<file path="config.mk">
export PLATFORM = sky130hd
export DESIGN_NAME = usb_rx_packet_ctrl
export DESIGN_NICKNAME = d
export VERILOG_FILES = /design/src/rtl/usb_rx_pkg.sv /design/src/rtl/usb_rx_timeout.sv /design/src/rtl/usb_rx_packet_ctrl.sv
export SDC_FILE = /design/constraint.sdc
export NUM_CORES = 1
export LEC_CHECK = 0
export CELL_PAD_IN_SITES_DETAIL_PLACEMENT = 1
export CELL_PAD_IN_SITES_GLOBAL_PLACEMENT = 2
export CORE_UTILIZATION = 33
export DETAILED_ROUTE_END_ITERATION = 12
export PLACE_DENSITY_LB_ADDON = 0.1
export SLEW_MARGIN = 20
export SYNTH_ARGS = -nofsm -noshare
export SYNTH_HDL_FRONTEND = slang
export SYNTH_HIERARCHICAL = 1
export SYNTH_SLANG_ARGS = --single-unit
</file>
<file path="constraint.sdc">
create_clock -name clk -period 3.9 [get_ports clk]
set_input_delay 0.585 -clock clk [delete_from_list [all_inputs] [get_ports clk]]
set_output_delay 0.585 -clock clk [all_outputs]
set_load 0.01 [all_outputs]
</file>
<file path="src/rtl/usb_rx_pkg.sv">
// Shared types and helpers for the USB receive packet controller.
// Holds the FSM state encoding, error causes and PID field helpers.
package usb_rx_pkg;

    localparam int unsigned STATE_W = 4;
    localparam int unsigned ERR_W   = 3;
    localparam int unsigned PID_W   = 4;

    localparam logic [7:0] SYNC_BYTE_DEF = 8'h54;

    typedef enum logic [STATE_W-1:0] {
        ST_IDLE      = 4'd0,
        ST_SYNC_WAIT = 4'd1,
        ST_SYNC_CHK  = 4'd2,
        ST_PID_WAIT  = 4'd3,
        ST_PID_CHK   = 4'd4,
        ST_DATA_WAIT = 4'd5,
        ST_DATA_WR   = 4'd6,
        ST_CRC_CHK   = 4'd7,
        ST_EOP_WAIT  = 4'd8,
        ST_ERROR     = 4'd9
    } state_t;

    typedef enum logic [ERR_W-1:0] {
        ERR_NONE    = 3'd0,
        ERR_SYNC    = 3'd1,
        ERR_PID     = 3'd2,
        ERR_LEN     = 3'd3,
        ERR_EOP     = 3'd4,
        ERR_CRC     = 3'd5,
        ERR_TIMEOUT = 3'd6,
        ERR_OVERRUN = 3'd7
    } err_t;

    // State-decoded status outputs, registered together
    typedef struct packed {
        logic receiving;
        logic crc_enable;
        logic crc_clear;
        logic rcv_error;
    } moore_out_t;

    // Upper nibble of a PID byte must be the complement of the lower nibble
    function automatic logic pid_check(input logic [7:0] b);
        return b[7:4] == ~b[3:0];
    endfunction

    function automatic logic [PID_W-1:0] pid_field(input logic [7:0] b);
        return b[PID_W-1:0];
    endfunction

endpackage

</file>
<file path="src/rtl/usb_rx_timeout.sv">
// Saturating idle-cycle counter; expired stays high once LIMIT cycles
// have passed without a clear.
module usb_rx_timeout #(
    parameter int unsigned LIMIT = 64
) (
    input  logic clk,
    input  logic rst,
    input  logic clear,
    input  logic enable,
    output logic expired
);

    localparam int unsigned W = $clog2(LIMIT + 1);

    logic [W-1:0] count;

    always_ff @(posedge clk) begin
        if (rst || clear) begin
            count <= '0;
        end else if (enable && (count != W'(LIMIT))) begin
            count <= count + W'(1);
        end
    end

    assign expired = (count == W'(LIMIT));

endmodule

</file>
<file path="src/rtl/usb_rx_packet_ctrl.sv">
// USB receive packet controller: checks SYNC/PID, counts and forwards bytes
// to the RX FIFO, and reports the first error cause of each packet.
module usb_rx_packet_ctrl
    import usb_rx_pkg::*;
#(
    parameter logic [7:0]  SYNC_BYTE   = SYNC_BYTE_DEF,
    parameter int unsigned MAX_BYTES   = 64,
    parameter int unsigned CNT_W       = 7,
    parameter int unsigned TIMEOUT_CLK = 64
) (
    input  logic             clk,
    input  logic             rst,
    input  logic             d_edge,
    input  logic             shift_enable,
    input  logic             byte_received,
    input  logic [7:0]       rx_data,
    input  logic             eop,
    input  logic             crc_ok,
    input  logic             fifo_full,
    output logic             receiving,
    output logic             write_enable,
    output logic             crc_enable,
    output logic             crc_clear,
    output logic [3:0]       pid_out,
    output logic             pid_valid,
    output logic [CNT_W-1:0] byte_count,
    output logic             pkt_done,
    output logic             rcv_error,
    output logic [2:0]       err_code
);

    state_t     state;
    state_t     next_state;
    err_t       err_q;
    err_t       err_cause;
    moore_out_t mo_q;
    moore_out_t mo_nxt;

    logic        write_req;
    logic        done_req;
    logic        pid_accept;
    logic        data_write;
    logic        pkt_start;
    logic        err_set;
    logic [31:0] cnt_inc;
    logic        to_active;
    logic        to_clear;
    logic        to_expired;

    // Idle-line watchdog runs only while a packet is actively being decoded
    assign to_active = (state != ST_IDLE) && (state != ST_ERROR) && (state != ST_EOP_WAIT);
    assign to_clear  = shift_enable || !to_active;

    usb_rx_timeout #(
        .LIMIT (TIMEOUT_CLK)
    ) u_timeout (
        .clk     (clk),
        .rst     (rst),
        .clear   (to_clear),
        .enable  (to_active),
        .expired (to_expired)
    );

    // State register plus registered strobes and state-decoded outputs
    always_ff @(posedge clk) begin
        if (rst) begin
            state        <= ST_IDLE;
            write_enable <= 1'b0;
            pkt_done     <= 1'b0;
            mo_q         <= '{receiving: 1'b0, crc_enable: 1'b0, crc_clear: 1'b1, rcv_error: 1'b0};
        end else begin
            state        <= next_state;
            write_enable <= write_req;
            pkt_done     <= done_req;
            mo_q         <= mo_nxt;
        end
    end

    // Per-packet bookkeeping: PID latch, written-byte count, first error cause
    always_ff @(posedge clk) begin
        if (rst) begin
            pid_out    <= '0;
            pid_valid  <= 1'b0;
            byte_count <= '0;
            err_q      <= ERR_NONE;
        end else begin
            if (pkt_start) begin
                pid_valid  <= 1'b0;
                byte_count <= '0;
                err_q      <= ERR_NONE;
            end
            if (pid_accept) begin
                pid_out   <= pid_field(rx_data);
                pid_valid <= 1'b1;
            end
            if (data_write) begin
                byte_count <= byte_count + CNT_W'(1);
            end
            if (err_set) begin
                err_q <= err_cause;
            end
        end
    end

    // Next-state logic; the watchdog overrides any other transition
    always_comb begin
        next_state = state;
        err_cause  = ERR_NONE;
        write_req  = 1'b0;
        done_req   = 1'b0;
        pid_accept = 1'b0;
        data_write = 1'b0;
        pkt_start  = 1'b0;
        cnt_inc    = 32'(byte_count) + 32'd1;

        if (to_active && to_expired) begin
            next_state = ST_ERROR;
            err_cause  = ERR_TIMEOUT;
        end else begin
            case (state)
                ST_IDLE: begin
                    if (d_edge) begin
                        next_state = ST_SYNC_WAIT;
                        pkt_start  = 1'b1;
                    end
                end
                ST_SYNC_WAIT: begin
                    if (byte_received) begin
                        next_state = ST_SYNC_CHK;
                    end else if (eop) begin
                        next_state = ST_ERROR;
                        err_cause  = ERR_EOP;
                    end
                end
                ST_SYNC_CHK: begin
                    if (rx_data == SYNC_BYTE) begin
                        next_state = ST_PID_WAIT;
                    end else begin
                        next_state = ST_ERROR;
                        err_cause  = ERR_SYNC;
                    end
                end
                ST_PID_WAIT: begin
                    if (eop) begin
                        next_state = ST_ERROR;
                        err_cause  = ERR_EOP;
                    end else if (byte_received) begin
                        next_state = ST_PID_CHK;
                    end
                end
                ST_PID_CHK: begin
                    if (!pid_check(rx_data)) begin
                        next_state = ST_ERROR;
                        err_cause  = ERR_PID;
                    end else if (fifo_full) begin
                        next_state = ST_ERROR;
                        err_cause  = ERR_OVERRUN;
                    end else begin
                        next_state = ST_DATA_WAIT;
                        pid_accept = 1'b1;
                        write_req  = 1'b1;
                    end
                end
                ST_DATA_WAIT: begin
                    if (eop) begin
                        if (!byte_received && (byte_count >= CNT_W'(2))) begin
                            next_state = ST_CRC_CHK;
                        end else begin
                            next_state = ST_ERROR;
                            err_cause  = ERR_EOP;
                        end
                    end else if (byte_received) begin
                        next_state = ST_DATA_WR;
                    end
                end
                ST_DATA_WR: begin
                    if (cnt_inc > MAX_BYTES) begin
                        next_state = ST_ERROR;
                        err_cause  = ERR_LEN;
                    end else if (fifo_full) begin
                        next_state = ST_ERROR;
                        err_cause  = ERR_OVERRUN;
                    end else begin
                        next_state = ST_DATA_WAIT;
                        write_req  = 1'b1;
                        data_write = 1'b1;
                    end
                end
                ST_CRC_CHK: begin
                    if (crc_ok) begin
                        next_state = ST_EOP_WAIT;
                        done_req   = 1'b1;
                    end else begin
                        next_state = ST_ERROR;
                        err_cause  = ERR_CRC;
                    end
                end
                ST_EOP_WAIT: begin
                    if (!eop && d_edge) begin
                        next_state = ST_IDLE;
                    end
                end
                ST_ERROR: begin
                    if (!eop) begin
                        next_state = ST_IDLE;
                    end
                end
                default: begin
                    next_state = ST_IDLE;
                end
            endcase
        end
    end

    assign err_set = (next_state == ST_ERROR) && (state != ST_ERROR);

    // Status outputs decoded from the state being entered
    always_comb begin
        mo_nxt = '0;
        case (next_state)
            ST_IDLE: begin
                mo_nxt.crc_clear = 1'b1;
            end
            ST_DATA_WAIT: begin
                mo_nxt.receiving  = 1'b1;
                mo_nxt.crc_enable = 1'b1;
            end
            ST_ERROR: begin
                mo_nxt.receiving = 1'b1;
                mo_nxt.rcv_error = 1'b1;
            end
            default: begin
                mo_nxt.receiving = 1'b1;
            end
        endcase
    end

    assign receiving  = mo_q.receiving;
    assign crc_enable = mo_q.crc_enable;
    assign crc_clear  = mo_q.crc_clear;
    assign rcv_error  = mo_q.rcv_error;
    assign err_code   = err_q;

endmodule
</file>
**Word-level counts from Yosys, hierarchy flattened**

Cells that the tools add are included.

- $add $sub $neg: 3
- Magnitude comparators: 2
- Eq/ne operators: 17
- Multiplexer cells: 50
- Bitwise operators: 2
- Reduce and logical (&&, ||, !) cells: 20

Operator list:

| operator | count |
|---|---|
| 4-bit two-way mux | 15 |
| 4-bit case mux with 10 select lines | 1 |
| 3-bit two-way mux | 11 |
| 3-bit case mux with 7 select lines | 1 |
| 4-bit by 3-bit == test with 1-bit output (second input constant) | 5 |
| 1-bit two-way mux | 19 |
| 7-bit by 1-bit adder with 7-bit output (second input constant) | 2 |
| 7-bit two-way mux | 2 |
| 4-bit == test (second input constant) | 3 |
| 7-bit by 1-bit adder with 8-bit output (second input constant) | 1 |
| 4-bit by 2-bit == test with 1-bit output (second input constant) | 2 |
| 8-bit by 7-bit == test with 1-bit output (second input constant) | 1 |
| 8-bit by 7-bit > comparator with 1-bit output (second input constant) | 1 |
| 4-bit logical NOT | 2 |
| 4-bit != test (second input constant) | 2 |
| 7-bit == test (second input constant) | 1 |
| 7-bit by 2-bit >= comparator with 1-bit output (second input constant) | 1 |
| 1-bit logical AND | 7 |
| 7-bit != test (second input constant) | 1 |
| 2-bit nonzero test | 3 |
| 4-bit by 1-bit == test with 1-bit output (second input constant) | 1 |
| 4-bit == test | 1 |
| 4-bit NOT | 1 |
| 4-bit nonzero test | 1 |
| other kinds (6) | 9 |

- Register bits: 32
- Bits of input ports: 16
- Output and inout port bits: 21
- Logic and storage cells: 106

**Logic depth before layout (Yosys ltp)**

Gate-level depths: netlist of the first run.

- Word-level depth: 9
- Gate-level depth with buffers: 11
- Depth with buffers taken out: 10

**Cells and area by module**

Netlist of the first run, hierarchy kept.

Modules (own cells, without submodules):

| module | instances | cells each | area an instance (µm²) | sequential area each (µm²) |
|---|---|---|---|---|
| usb_rx_packet_ctrl | 1 | 201 | 1629.1 | 500.5 |
| usb_rx_timeout | 1 | 42 | 351.6 | 140.1 |

**Least setup slack after synthesis of the first run**

Ideal clock, no wire load.

- Path kind: reg-to-reg
- Start point: reg u_timeout.count[0]
- End point: reg err_q[0], in the netlist err_code[0]
- Library setup time: 0.117 ns
- Arrival time: 2.353 ns
- Data required time: 3.783 ns
- Path slack: 1.429 ns
- Stages on the path, launching flop included: 11
- Buffers on the path: 0
- Clock period less this slack: 2.471 ns
- Cells stage by stage: dfxtp_1 inv_1 ha_1 or4b_1 nor3_1 inv_1 a311o_1 nand4_1 o21ai_0 a31o_2 a32o_1

- Cells in the longest elaborated chain, start to end: 6
- Elaborated cells on any way between the ends: 9
- Those cells by class: eq/ne: 2; mux: 4; reduce/logical: 3

Ends and longest elaborated chain:

| what | RTL line | text |
|---|---|---|
| start, declared | usb_rx_timeout.sv:15 | `logic [W-1:0] count;` |
| start signal, assigned | usb_rx_timeout.sv:21 | `count <= count + W'(1);` |
| 7-bit == test (*) | usb_rx_timeout.sv:25 | `assign expired = (count == W'(LIMIT));` |
| net to_expired | usb_rx_packet_ctrl.sv:48 | `logic to_expired;` |
| 1-bit logical AND (*) | usb_rx_packet_ctrl.sv:116 | `if (to_active && to_expired) begin` |
| 4-bit two-way mux | usb_rx_packet_ctrl.sv:116 |  |
| 4-bit == test | usb_rx_packet_ctrl.sv:215 | `assign err_set = (next_state == ST_ERROR) && (state != ST_ERROR);` |
| 1-bit logical AND | usb_rx_packet_ctrl.sv:215 |  |
| 3-bit two-way mux / 2-bit nonzero test (equally long branches) | -- |  |
| end signal, assigned | usb_rx_packet_ctrl.sv:100 | `err_q <= err_cause;` |
| end, declared | usb_rx_packet_ctrl.sv:34 | `err_t err_q;` |

Mark *: on every way through the listed nets, which the timed path passes. The rest lies on a longest branch.
A chain may end at the register's enable or synchronous reset.

**Worst setup path after layout of the first run**

Ends and elaborated chain as after synthesis.

==> results.sh, run 1 <==
export IMPL_status="finished clean"
export IMPL_total_power_mw=0.800
export IMPL_cts_buffers=5
export IMPL_path_class="flip-flop to flip-flop"
export IMPL_synth_fa_ha_area_frac=0.0253
export IMPL_ir_worst_vdd_v=0.000173
export IMPL_clock_sinks=32
export IMPL_ys_flop_type="dfxtp_1"
export IMPL_cts_tree="built"
export IMPL_syn_inst=243
export IMPL_synth_area_um2=1980
export IMPL_power_leakage_nw=0.891
export IMPL_drive_gt1_frac=0.0903
export IMPL_synth_xor_area_frac=0.0310
export IMPL_hold_path_endpoint="u_timeout/count[6]"
export IMPL_ys_ff_latch=32
export IMPL_dr_pass1_iters=4
export IMPL_synth_distinct_cells=56
export IMPL_r2r_start="u_timeout/count[0]"
export IMPL_tns_ps=0
export IMPL_antenna_found_initial=0
export IMPL_regArea_um2=641
export IMPL_tightestPinTransition_ps=693
export IMPL_drv_cap=0
export IMPL_vias_per_cell=5.56
export IMPL_setup_violations=0
export IMPL_die_x_um=79.5
export IMPL_cp_required_ps=4080
export IMPL_place_congestion=0.806
export IMPL_timing_hold_violations_final=0
export IMPL_cp_data_arrival_time_ps=3080
export IMPL_r2r_slack_ps=1000
export IMPL_num_vias=1940
export IMPL_coreArea_um2=5640
export IMPL_slew_headroom=0.532
export IMPL_yosysSeqAreaShare=0.323
export IMPL_synth_compound_area_frac=0.205
export IMPL_num_rows=27
export IMPL_timing_hold_ws_ps=484
export IMPL_grt_pass1_vias=1969
export IMPL_die_area_um2=6320
export IMPL_synth_area_per_cell_um2=8.15
export IMPL_drcViolationCount=0
export IMPL_hold_class="flip-flop to flip-flop"
export IMPL_antennaDiodeCount=0
export IMPL_grt_pass1_wl_mm=9.32
export IMPL_netlist_area_leader_share=0.323
export IMPL_clock_path_buffers=2
export IMPL_holdCritStartpoint="u_timeout/count[6]"
export IMPL_fin_ws_ps=996
export IMPL_synth_nets=263
export IMPL_layout_min_cycle_time_ps=2900
export IMPL_die_y_um=79.5
export IMPL_root_buffer="clkbuf_8"
export IMPL_grt_start_max_net_pins=21
export IMPL_mostFrequentLayoutCells="clkdlybuf4s50_1 (36), dfxtp_1 (32), nor2_1 (27), nand2_1 (22), a21oi_1 (10)"
export IMPL_fin_worst_skew_ps=3.85
export IMPL_worstSetupStartpointType="flip-flop"
export IMPL_wl_per_cell_um=16.2
export IMPL_critPathMaxFanout=5
export IMPL_post_cts_resize_count=0
export IMPL_synthSimpleGateAreaFrac=0.337
export IMPL_drt_iter0_markers=68
export IMPL_fin_util=0.444
export IMPL_nets=296
export IMPL_cts_setup_buffers=0
export IMPL_dpl_hpwl_mm=4.19
export IMPL_io_buffer_count=36
export IMPL_synth_area_leaders="dfxtp_1 (32%), nor2_1 (5.1%), nand2_1 (4.2%), mux2i_1 (3.5%), a21oi_1 (2.5%)"
export IMPL_io_pins=37
export IMPL_endpoint_kind="flip-flop"
export IMPL_dpl_cell_count=341
export IMPL_worstReg2RegEnd="err_code[0]"
export IMPL_grt_setup_unrepaired="no"
export IMPL_muxShareOfSynthArea=0.0411
export IMPL_grt_ovfl_total=0
export IMPL_yosysTopAreaCell="dfxtp_1"
export IMPL_ant_nets=0
export IMPL_final_common_cell="clkdlybuf4s50_1"
export IMPL_initial_core_util=0.351
export IMPL_grt_total_usage=0.190
export IMPL_synth_warnings=6
export IMPL_htree_levels=2
export IMPL_totalWireLength_mm=5.65
export IMPL_cts_clk_slew_worst_paths_ps=70
export IMPL_final_instance_count_excl_fill=349
export IMPL_n_fill_cell=700
export IMPL_async_flop_share=0
export IMPL_r2r_cells=10
export IMPL_fmax_mhz=344
export IMPL_place_ws_ps=1030
export IMPL_finalCritPeriodShare=0.745
export IMPL_whs_path_depth=2
export IMPL_final_max_slew_viol_count=0
export IMPL_power_density_nw_per_um2=320
export IMPL_synth_edf_count=0
export IMPL_fin_area_um2=2500
export IMPL_clk_latency_ps=290
export IMPL_ctsHoldBuffers=0
export IMPL_placed_cell_area_um2=2390
export IMPL_multi_input_area_um2=1270
export IMPL_synth_top_family_by_area="simple AND/OR/NAND/NOR gates"
export IMPL_area_growth_pct=26.3
==> state kept, by name (all words and copies together) (netlist names) <==
name,count
state,4
rcv_error,1
pid_valid,1
crc_enable,1
write_enable,1
receiving,1
pkt_done,1
u_timeout/count,7
pid_out,4
crc_clear,1
err_code,3
byte_count,7
==> logic make-up (layout without fill, tap and decap cells) <==
| group | Yosys count | in the layout |
|---|---|---|
| adder cells (fa/ha/maj) | 4 | 4 |
| flip-flops | 32 | 32 |
| AO/OA/AOI/OAI | 54 | 54 |
| AND/OR/NAND/NOR | 120 | 120 |
| multiplexers | 8 | 8 |
| buffers and inverters | 18 | 52 |
| XOR/XNOR | 7 | 7 |
==> area by class of cell <==
type,count,area share
tap,72,0.0360
clock inverter,3,0.0170
multi-input combinational,193,0.506
inverter,7,0.0105
sequential,32,0.256
timing repair buffer,37,0.147
clock buffer,5,0.0275
==> power breakdown <==
| group | internal, mW | switching (mW) | total, mW |
|---|---|---|---|
| logic | 0.0588 | 0.0696 | 0.128 |
| registers | 0.336 | 0.0151 | 0.351 |
| clock network | 0.189 | 0.132 | 0.321 |
==> metal layers <==
metal  routed length (µm)  up-vias  global-route usage
met2                 2730       24               0.320
met1                 2720      943               0.239
li1                     -      969                   -
met3                  142        4              0.0389
met4                   53        0              0.0673
met5                    0        -                   0
==> synth_stat cells, types with 5 or more instances <==
cell,instances
nor3_1,8
nor2_1,27
dfxtp_1,32
a31oi_1,5
nand4_1,6
nor2b_1,5
nor4_1,7
a21oi_1,10
inv_1,7
or3_1,5
nand3_1,8
clkbuf_1,5
o21ai_0,9
buf_2,5
nand2_1,22
nand2b_1,6
mux2i_1,7
==> critical path, cell delays in order, from the launching register on <==
cell	delay [ps]
dfxtp_1	350
inv_1	80
ha_1	150
or4b_1	460
nor3_1	420
inv_1	180
a311o_1	340
nand4_1	150
o21ai_0	140
a31o_2	260
a32o_1	260
==> worst max path at each step <==
| stage | start | end | slack, ps | cells after the start |
|---|---|---|---|---|
| after floorplan | u_timeout/count[0] | err_code[0] | 1430 | 10 |
| after global placement | u_timeout/count[0] | err_code[0] | 1000 | 10 |
| after detailed placement | u_timeout/count[0] | err_code[0] | 1030 | 10 |
| after CTS | u_timeout/count[0] | err_code[0] | 1010 | 10 |
| after global routing | u_timeout/count[0] | err_code[0] | 850 | 10 |
| final | u_timeout/count[0] | err_code[0] | 1000 | 10 |
Power figures use the tool's default switching activity.
==> run 2: changes to the inputs <==
--- a/config.mk
+++ b/config.mk
@@ -7,7 +7,7 @@
 export LEC_CHECK = 0
 export CELL_PAD_IN_SITES_DETAIL_PLACEMENT = 1
 export CELL_PAD_IN_SITES_GLOBAL_PLACEMENT = 2
-export CORE_UTILIZATION = 33
+export CORE_UTILIZATION = 30
 export DETAILED_ROUTE_END_ITERATION = 12
 export PLACE_DENSITY_LB_ADDON = 0.1
 export SLEW_MARGIN = 20
==> constraint.sdc (replaced) <==
create_clock -name clk -period 3 [get_ports clk]
set_input_delay 0.45 -clock clk [delete_from_list [all_inputs] [get_ports clk]]
set_output_delay 0.45 -clock clk [all_outputs]
set_load 0.01 [all_outputs]
==> run 2 against run 1 <==
Against the previous run: via count is 2.0% higher; largest power group unchanged; power is 32% higher; largest cell class unchanged; core utilization is 3.8 points lower; combinational power is 42% higher; hold slack better by 13 ps; sequential power is 28% higher; final cell count is 4.0% higher; die area is 9.8% higher; maximum frequency is 12% higher; sequential share of layout area is 0.73 points lower.
==> results.sh, run 2 (synthesized netlist as in run 1, its figures left out) <==
export IMPL_status="finished clean"
export IMPL_power_density_nw_per_um2=410
export IMPL_ctsHoldBuffers=0
export IMPL_r2r_cells=10
export IMPL_drv_cap=0
export IMPL_crit_path_start="u_timeout/count[0]"
export IMPL_grt_start_max_net_pins=20
export IMPL_antenna_found_initial=0
export IMPL_dr_pass1_iters=4
export IMPL_timing_hold_ws_ps=497
export IMPL_coreArea_um2=6350
export IMPL_cts_setup_buffers=0
export IMPL_clk_latency_ps=290
export IMPL_nets=305
export IMPL_power_leakage_nw=0.937
export IMPL_ir_worst_vdd_v=0.000175
export IMPL_final_max_slew_viol_count=0
export IMPL_area_growth_pct=30.1
export IMPL_cp_required_ps=3180
export IMPL_fmax_mhz=387
export IMPL_die_y_um=83.3
export IMPL_place_congestion=0.787
export IMPL_grt_pass1_vias=2014
export IMPL_setup_violations=0
export IMPL_io_pins=37
export IMPL_grt_total_usage=0.187
export IMPL_critPathMaxFanout=11
export IMPL_clock_path_buffers=2
export IMPL_layout_min_cycle_time_ps=2590
export IMPL_grt_pass1_wl_mm=10.3
export IMPL_drcViolationCount=0
export IMPL_io_buffer_count=36
export IMPL_tightestPinTransition_ps=575
export IMPL_finalCritPeriodShare=0.862
export IMPL_fin_worst_skew_ps=7.08
export IMPL_grt_ovfl_total=0
export IMPL_grt_setup_unrepaired="no"
export IMPL_r2r_start="u_timeout/count[0]"
export IMPL_totalWireLength_mm=6.07
export IMPL_r2r_slack_ps=410
export IMPL_top_regs="byte_count (7), u_timeout/count (7)"
export IMPL_crit_end="byte_count[6]"
export IMPL_path_class="flip-flop to flip-flop"
export IMPL_cts_clk_slew_worst_paths_ps=70
export IMPL_ant_nets=0
export IMPL_antennaDiodeCount=0
export IMPL_cp_data_arrival_time_ps=2770
export IMPL_endpoint_kind="flip-flop"
export IMPL_slew_headroom=0.612
export IMPL_tns_ps=0
export IMPL_timing_hold_violations_final=0
export IMPL_final_common_cell="clkdlybuf4s50_1"
export IMPL_wl_per_cell_um=16.7
export IMPL_cts_buffers=5
export IMPL_cts_tree="built"
export IMPL_post_cts_resize_count=0
export IMPL_die_x_um=83.3
export IMPL_num_rows=29
export IMPL_worstReg2RegEnd="byte_count[6]"
export IMPL_hold_class="flip-flop to flip-flop"
export IMPL_num_vias=1978
export IMPL_initial_core_util=0.312
export IMPL_worstSetupStartpointType="flip-flop"
export IMPL_drive_gt1_frac=0.119
export IMPL_die_area_um2=6930
export IMPL_clock_sinks=32
export IMPL_dpl_hpwl_mm=4.59
export IMPL_mostFrequentLayoutCells="clkdlybuf4s50_1 (36), dfxtp_1 (32), nor2_1 (27), nand2_1 (22)"
export IMPL_drt_iter0_markers=67
export IMPL_htree_levels=2
export IMPL_root_buffer="clkbuf_8"
export IMPL_vias_per_cell=5.45
-- run 2: cell count changes in the layout (fill, tap and decap cells not counted), sizes merged --
cell	change
buf	+9
-- run 2: per-layer routing --
metal  global-route usage  vias up  routed length, µm
li1                     -      984                  -
met1                0.255      948               3020
met2                0.292       36               2700
met3               0.0348       10                214
met4               0.0690        0                130
met5                    0        -                  0
-- run 2: how the worst min path moves through the flow --
stage,start,to,slack (ps),cells past startpoint
2_1_floorplan,u_timeout/count[6],u_timeout/count[6],460,2
3_3_place_gp,u_timeout/count[6],u_timeout/count[6],480,2
3_5_place_dp,err_code[2],err_code[2],480,1
4_1_cts,u_timeout/count[6],u_timeout/count[6],500,2
5_1_grt,u_timeout/count[6],u_timeout/count[6],540,2
6_report,u_timeout/count[6],u_timeout/count[6],500,2
-- run 2: through the flow --
stage	area, µm²	util	worst slack [ps]	power (mW)	cells
after global placement	2460	0.388	357	0.644	355
after detailed placement	2460	0.388	370	0.643	355
after CTS	2580	0.406	384	1.07	363
after floorplan	1980	-	529	0.561	243
after global routing	2580	0.406	193	1.12	363
final	2580	0.406	413	1.06	363
-- run 2: critical path, stage by stage, from the launching register on --
cell and delay, ps:
dfxtp_1 350, inv_1 90, ha_1 150, or4b_1 470, nor3_1 230, inv_1 130, a21oi_4 250, nor2_1 120
nand4b_1 340, o21ai_0 160, a21o_1 200
-- run 2: cell type report --
class                      instances  area (µm²)
multi-input combinational        193        1270
clock buffer                       5        68.8
timing repair buffer              46         435
fill                             755        3770
tap                               77        96.3
clock inverter                     3        42.5
sequential                        32         641
inverter                           7        26.3
-- run 2: power by group --
group          switching, mW  internal, mW  total (mW)  leakage (nW)
Clock                  0.177         0.246       0.423        0.0541
Sequential            0.0138         0.437       0.451         0.259
Combinational         0.0987        0.0838       0.182         0.624
==> run 3: changes to the inputs <==
--- a/config.mk
+++ b/config.mk
@@ -9,7 +9,7 @@
 export CELL_PAD_IN_SITES_GLOBAL_PLACEMENT = 2
 export CORE_UTILIZATION = 30
 export DETAILED_ROUTE_END_ITERATION = 12
-export PLACE_DENSITY_LB_ADDON = 0.1
+export PLACE_DENSITY = 0.84
 export SLEW_MARGIN = 20
 export SYNTH_ARGS = -nofsm -noshare
 export SYNTH_HDL_FRONTEND = slang
==> run 3 against run 2 <==
Against the previous run: power shrank 1.6%; final cell count is 1.4% lower; critical path depth stayed put; sequential share of layout area is 0.41 points higher; clock power is 2% lower; largest power group unchanged.
==> results.sh, run 3 (synthesized netlist as in run 1, its figures left out) <==
export IMPL_status="finished clean"
export IMPL_totalWireLength_mm=5.82
export IMPL_drcViolationCount=0
export IMPL_grt_pass1_vias=2005
export IMPL_ant_nets=0
export IMPL_io_pins=37
export IMPL_clock_path_buffers=2
export IMPL_coreArea_um2=6350
export IMPL_critical_path_top_delay_family="compound AO/OA/AOI/OAI gates"
export IMPL_slew_headroom=0.614
export IMPL_cp_required_ps=3170
export IMPL_cp_cell_sequence="inv_1, ha_1, or4b_1, nor3_1, inv_1, a311o_1, nand4_1, o21ai_0, a31o_2, a32o_1"
export IMPL_io_buffer_count=36
export IMPL_drv_cap=0
export IMPL_cts_clk_slew_worst_paths_ps=70
export IMPL_power_leakage_nw=0.912
export IMPL_endpoint_kind="flip-flop"
export IMPL_grt_pass1_wl_mm=9.94
export IMPL_hold_class="flip-flop to flip-flop"
export IMPL_fin_worst_skew_ps=9.13
export IMPL_setup_violations=0
export IMPL_ir_worst_vdd_v=0.000186
export IMPL_clock_sinks=32
export IMPL_fmax_mhz=387
export IMPL_htree_levels=2
export IMPL_fin_ws_ps=419
export IMPL_cts_buffers=5
export IMPL_final_common_cell="clkdlybuf4s50_1"
export IMPL_grt_ovfl_total=0
export IMPL_num_rows=29
export IMPL_tightestPinTransition_ps=572
export IMPL_wl_per_cell_um=16.3
export IMPL_mostFrequentLayoutCells="clkdlybuf4s50_1 (36), dfxtp_1 (32), nor2_1 (27), nand2_1 (22), a21oi_1 (10)"
export IMPL_place_ws_ps=402
export IMPL_grt_setup_unrepaired="no"
export IMPL_timing_hold_violations_final=0
export IMPL_num_vias=1974
export IMPL_final_max_slew_viol_count=0
export IMPL_drive_gt1_frac=0.0996
export IMPL_path_buf_inv=2
export IMPL_n_fill_cell=769
export IMPL_final_instance_count_excl_fill=358
export IMPL_initial_core_util=0.312
export IMPL_cpMostUsedCell="inv_1"
export IMPL_path_class="flip-flop to flip-flop"
export IMPL_tns_ps=0
export IMPL_power_density_nw_per_um2=410
export IMPL_dpl_hpwl_mm=4.36
export IMPL_clk_latency_ps=290
export IMPL_area_growth_pct=28.0
export IMPL_place_congestion=0.793
export IMPL_cts_tree="built"
export IMPL_ctsHoldBuffers=0
export IMPL_cts_setup_buffers=0
export IMPL_antenna_found_initial=0
export IMPL_layout_min_cycle_time_ps=2580
export IMPL_critPathMaxFanout=5
export IMPL_root_buffer="clkbuf_8"
export IMPL_post_cts_resize_count=0
export IMPL_die_area_um2=6930
export IMPL_finalCritPeriodShare=0.860
export IMPL_grt_start_max_net_pins=20
export IMPL_worstSetupStartpointType="flip-flop"
export IMPL_drt_iter0_markers=104
export IMPL_grt_total_usage=0.176
export IMPL_die_y_um=83.3
export IMPL_antennaDiodeCount=0
export IMPL_dpl_cell_count=350
export IMPL_dr_pass1_iters=4
export IMPL_fin_util=0.399
export IMPL_top_regs="byte_count (7), u_timeout/count (7)"
export IMPL_crit_slowest_cell="or4b_1"
export IMPL_nets=300
export IMPL_vias_per_cell=5.51
export IMPL_die_x_um=83.3
export IMPL_cp_data_arrival_time_ps=2750
export IMPL_cp_slowest_stage_delay_ps=460
## run 3: cell count changes in the layout (fill, tap and decap cells not counted), sizes merged
cell / delta
clkbuf: +1
clkinvlp: -1
buf: -5
## run 3: worst reg2reg max path, stage by stage, from the launching register on
cell and delay, ps:
dfxtp_1 350, inv_1 90, ha_1 130, or4b_1 460, nor3_1 220, inv_1 130, a311o_1 330, nand4_1 150
o21ai_0 110, a31o_2 240, a32o_1 260
## run 3: cell type report
cell class              instances  area, µm²  area share
clock buffers                   6       72.6      0.0286
clock inverters                 2       35.0      0.0138
inverters                       7       26.3      0.0104
multi-input cells             193       1270       0.500
flip-flops and latches         32        641       0.253
well taps                      77       96.3      0.0380
repair buffers                 41        398       0.157
## run 3: where the power goes
| group | internal, mW | switching (mW) | total (mW) |
|---|---|---|---|
| Combinational | 0.0786 | 0.0923 | 0.171 |
| Sequential | 0.437 | 0.0174 | 0.454 |
| Clock | 0.246 | 0.168 | 0.414 |
| Total | 0.762 | 0.277 | 1.04 |
## run 3: per-layer routing
metal  global-route usage  part of all wire
met2                0.294              0.45
met3               0.0398             0.032
met4               0.0580             0.021
met5                    0                 0
met1                0.225              0.50
## run 3: final timing paths
kind                                          from     endpoint  slack [ps]  cells past startpoint
worst min register to register         err_code[1]  err_code[1]         490                      1
worst max-delay path            u_timeout/count[0]  err_code[0]         420                     10
worst min-delay path                   err_code[1]  err_code[1]         490                      1
worst max register to register  u_timeout/count[0]  err_code[0]         420                     10
## run 3: stage by stage
step	total power [mW]	area (µm²)	hold slack [ps]
after floorplan	0.561	1980	457
after global placement	0.630	2430	480
after detailed placement	0.632	2430	477
after CTS	1.05	2530	497
after global routing	1.09	2530	511
final	1.04	2530	494
==> edit (settings of run 2) <==
Set the parameter `CNT_W` to 14 (it was 7).
--- a/src/rtl/usb_rx_packet_ctrl.sv
+++ b/src/rtl/usb_rx_packet_ctrl.sv
@@ -5,7 +5,7 @@
 #(
     parameter logic [7:0]  SYNC_BYTE   = SYNC_BYTE_DEF,
     parameter int unsigned MAX_BYTES   = 64,
-    parameter int unsigned CNT_W       = 7,
+    parameter int unsigned CNT_W       = 14,
     parameter int unsigned TIMEOUT_CLK = 64
 ) (
     input  logic             clk,
Interface: changed (resized byte_count); port bits go from 37 to 44. The function was not compared with the original's and may differ.
==> edit against run 2 <==
- cell count is 22% higher
- final area up 20%
- die area grew 19%
- synthesized cell count grew 18%
- setup slack got worse by 0.20 ns
- combinational power shrank 7%
- routed wire length increased by 17%
- maximum frequency down 7.3%
- count of clock-buffer cells in the layout rose by 1
- sequential cell count is 7 higher
- total power increased by 11%
- area after synthesis rose by 19%
- clock power is 9.7% higher
- largest cell class unchanged
==> edit: results (changes against run 2) <==
[finish]
num-fill-cells = 959  ; +27%
design_area_mm2 = 0.003084  ; +20%
reg_top3 = byte_count: 14 flops, u_timeout/count: 7 flops
fin_nets = 362  ; +19%
diodes = 0  ; unchanged
drive_gt1_share_pct = 14.04  ; +2.1 points

[placed_design]
dp_cells = 436  ; +23%
dp_hpwl_mm = 5.523  ; +20%
post_dp_cell_area_mm2 = 0.002967  ; +20%
gp_congestion = 0.8227  ; +4.5%
port_buffers = 43  ; +19%

[clocking]
cts_buffers = 5  ; unchanged
root_buffer = clkbuf_8
clk_latency_ns = 0.30
clk_pin_slew_worst_paths_ns = 0.08

[power]
powerDensity_mw_per_mm2 = 378.7  ; -7.6%
ir_worst_vdd_mv = 0.1473  ; -16%
pwr-share-clk_pct = 39.7  ; -0.3 points
p_leak_uw = 0.001136  ; +21%
p_int_uw = 869.6  ; +13%
pg_comb_uw = 170  ; -7%

[hold_path]
hold_start = err_code[0]$_SDFFE_PP0P_

[global_routing]
grt_pass1_vias = 2296  ; +14%
grt.total_usage_pct = 18.05  ; -0.64 points
grt_pass1_wl_mm = 11.78  ; +14%
grt_max_degree = 22  ; +10%

[setup_path]
cp_max_fo = 10  ; -1
crit_start = byte_count[3]$_SDFFE_PP0P_
crit_arrival_ns = 3.01  ; +0.24 ns

[yosys]
syn_area_per_cell_um2 = 8.273  ; +1.5%
synth_common_cells = dfxtp_1, nor2_1, nand2_1, o21ai_0, nor3_1
ys.flop_type = dfxtp_1
ys_types = 62  ; +11%
synth_fp_nets = 307  ; +17%
synth-seq-area-share_pct = 33.00  ; +0.65 points
synth.area.top_cells = dfxtp_1, nor2_1, nand2_1
ys_warn_count = 6  ; unchanged

[run_status]
outcome = complete, no violations

[drt]
wl_per_cell_um = 15.97  ; -4.4%
wirelength_mm = 7.092  ; +17%
drt_iter0_drc = 82  ; +22%
num_vias = 2302  ; +16%
drt_pass1_iterations = 4  ; unchanged

[timing]
hold_viol = 0  ; unchanged
max-slew-margin-rel_pct = 58.24  ; -2.9 points
finClkSkew_ns = 0.01210  ; +0.005025 ns

## edit: routing by layer
metal	part of all wire, %	GRT usage [%]	vias up
li1	-	-	1145
met1	51	25.37	1093
met2	44	27.65	50
met3	4.3	3.535	14
met4	1.5	5.556	0
met5	0	0	-
## edit: cell type report
class	instances	area share (%)
Sequential cell	39	25.31
Timing Repair Buffer	60	18.09
Clock inverter	2	1.136
Clock buffer	6	2.677
Tap cell	102	4.138
Inverter	12	1.460
Multi-Input combinational cell	223	47.18
## edit: final timing paths
path,slack [ns],endpoint,cells past startpoint
min,0.47,err_code[0]$_SDFFE_PP0P_,2
max,0.21,byte_count[1]$_SDFFE_PP0P_,7
min reg2reg,0.47,err_code[0]$_SDFFE_PP0P_,2
max reg2reg,0.21,byte_count[1]$_SDFFE_PP0P_,7
## edit: worst max-delay path: stages (launching register included)
cell and delay (ns):
dfxtp_1 0.61, nand4_4 0.16, or3_4 0.40, o41ai_2 0.37
nand3_2 0.15, nor4_4 0.50, mux2_2 0.39, nor2_1 0.12
## edit: stage by stage
step / hold WS (ns) / worst slack (ns)
final: 0.4737 / 0.2106
after global placement: 0.4664 / 0.2262
after CTS: 0.4873 / 0.1772
after detailed placement: 0.4692 / 0.2040
after floorplan: 0.4569 / 0.4562
after global routing: 0.4961 / 0.01694
## edit: cells by family (layout without fill, tap and decap cells)
family / count (synthesis) / after routing / share of synthesized area (%)
muxes: 8 / 8 / 3.490
and+or+nand+nor: 145 / 145 / 34.74
xor gates and xnor gates: 12 / 12 / 4.442
AOI/OAI and AO/OA: 53 / 53 / 16.18
DFF: 39 / 39 / 33.00
adders and majority gates: 5 / 5 / 2.644
buffers and inverters: 24 / 80 / 5.500
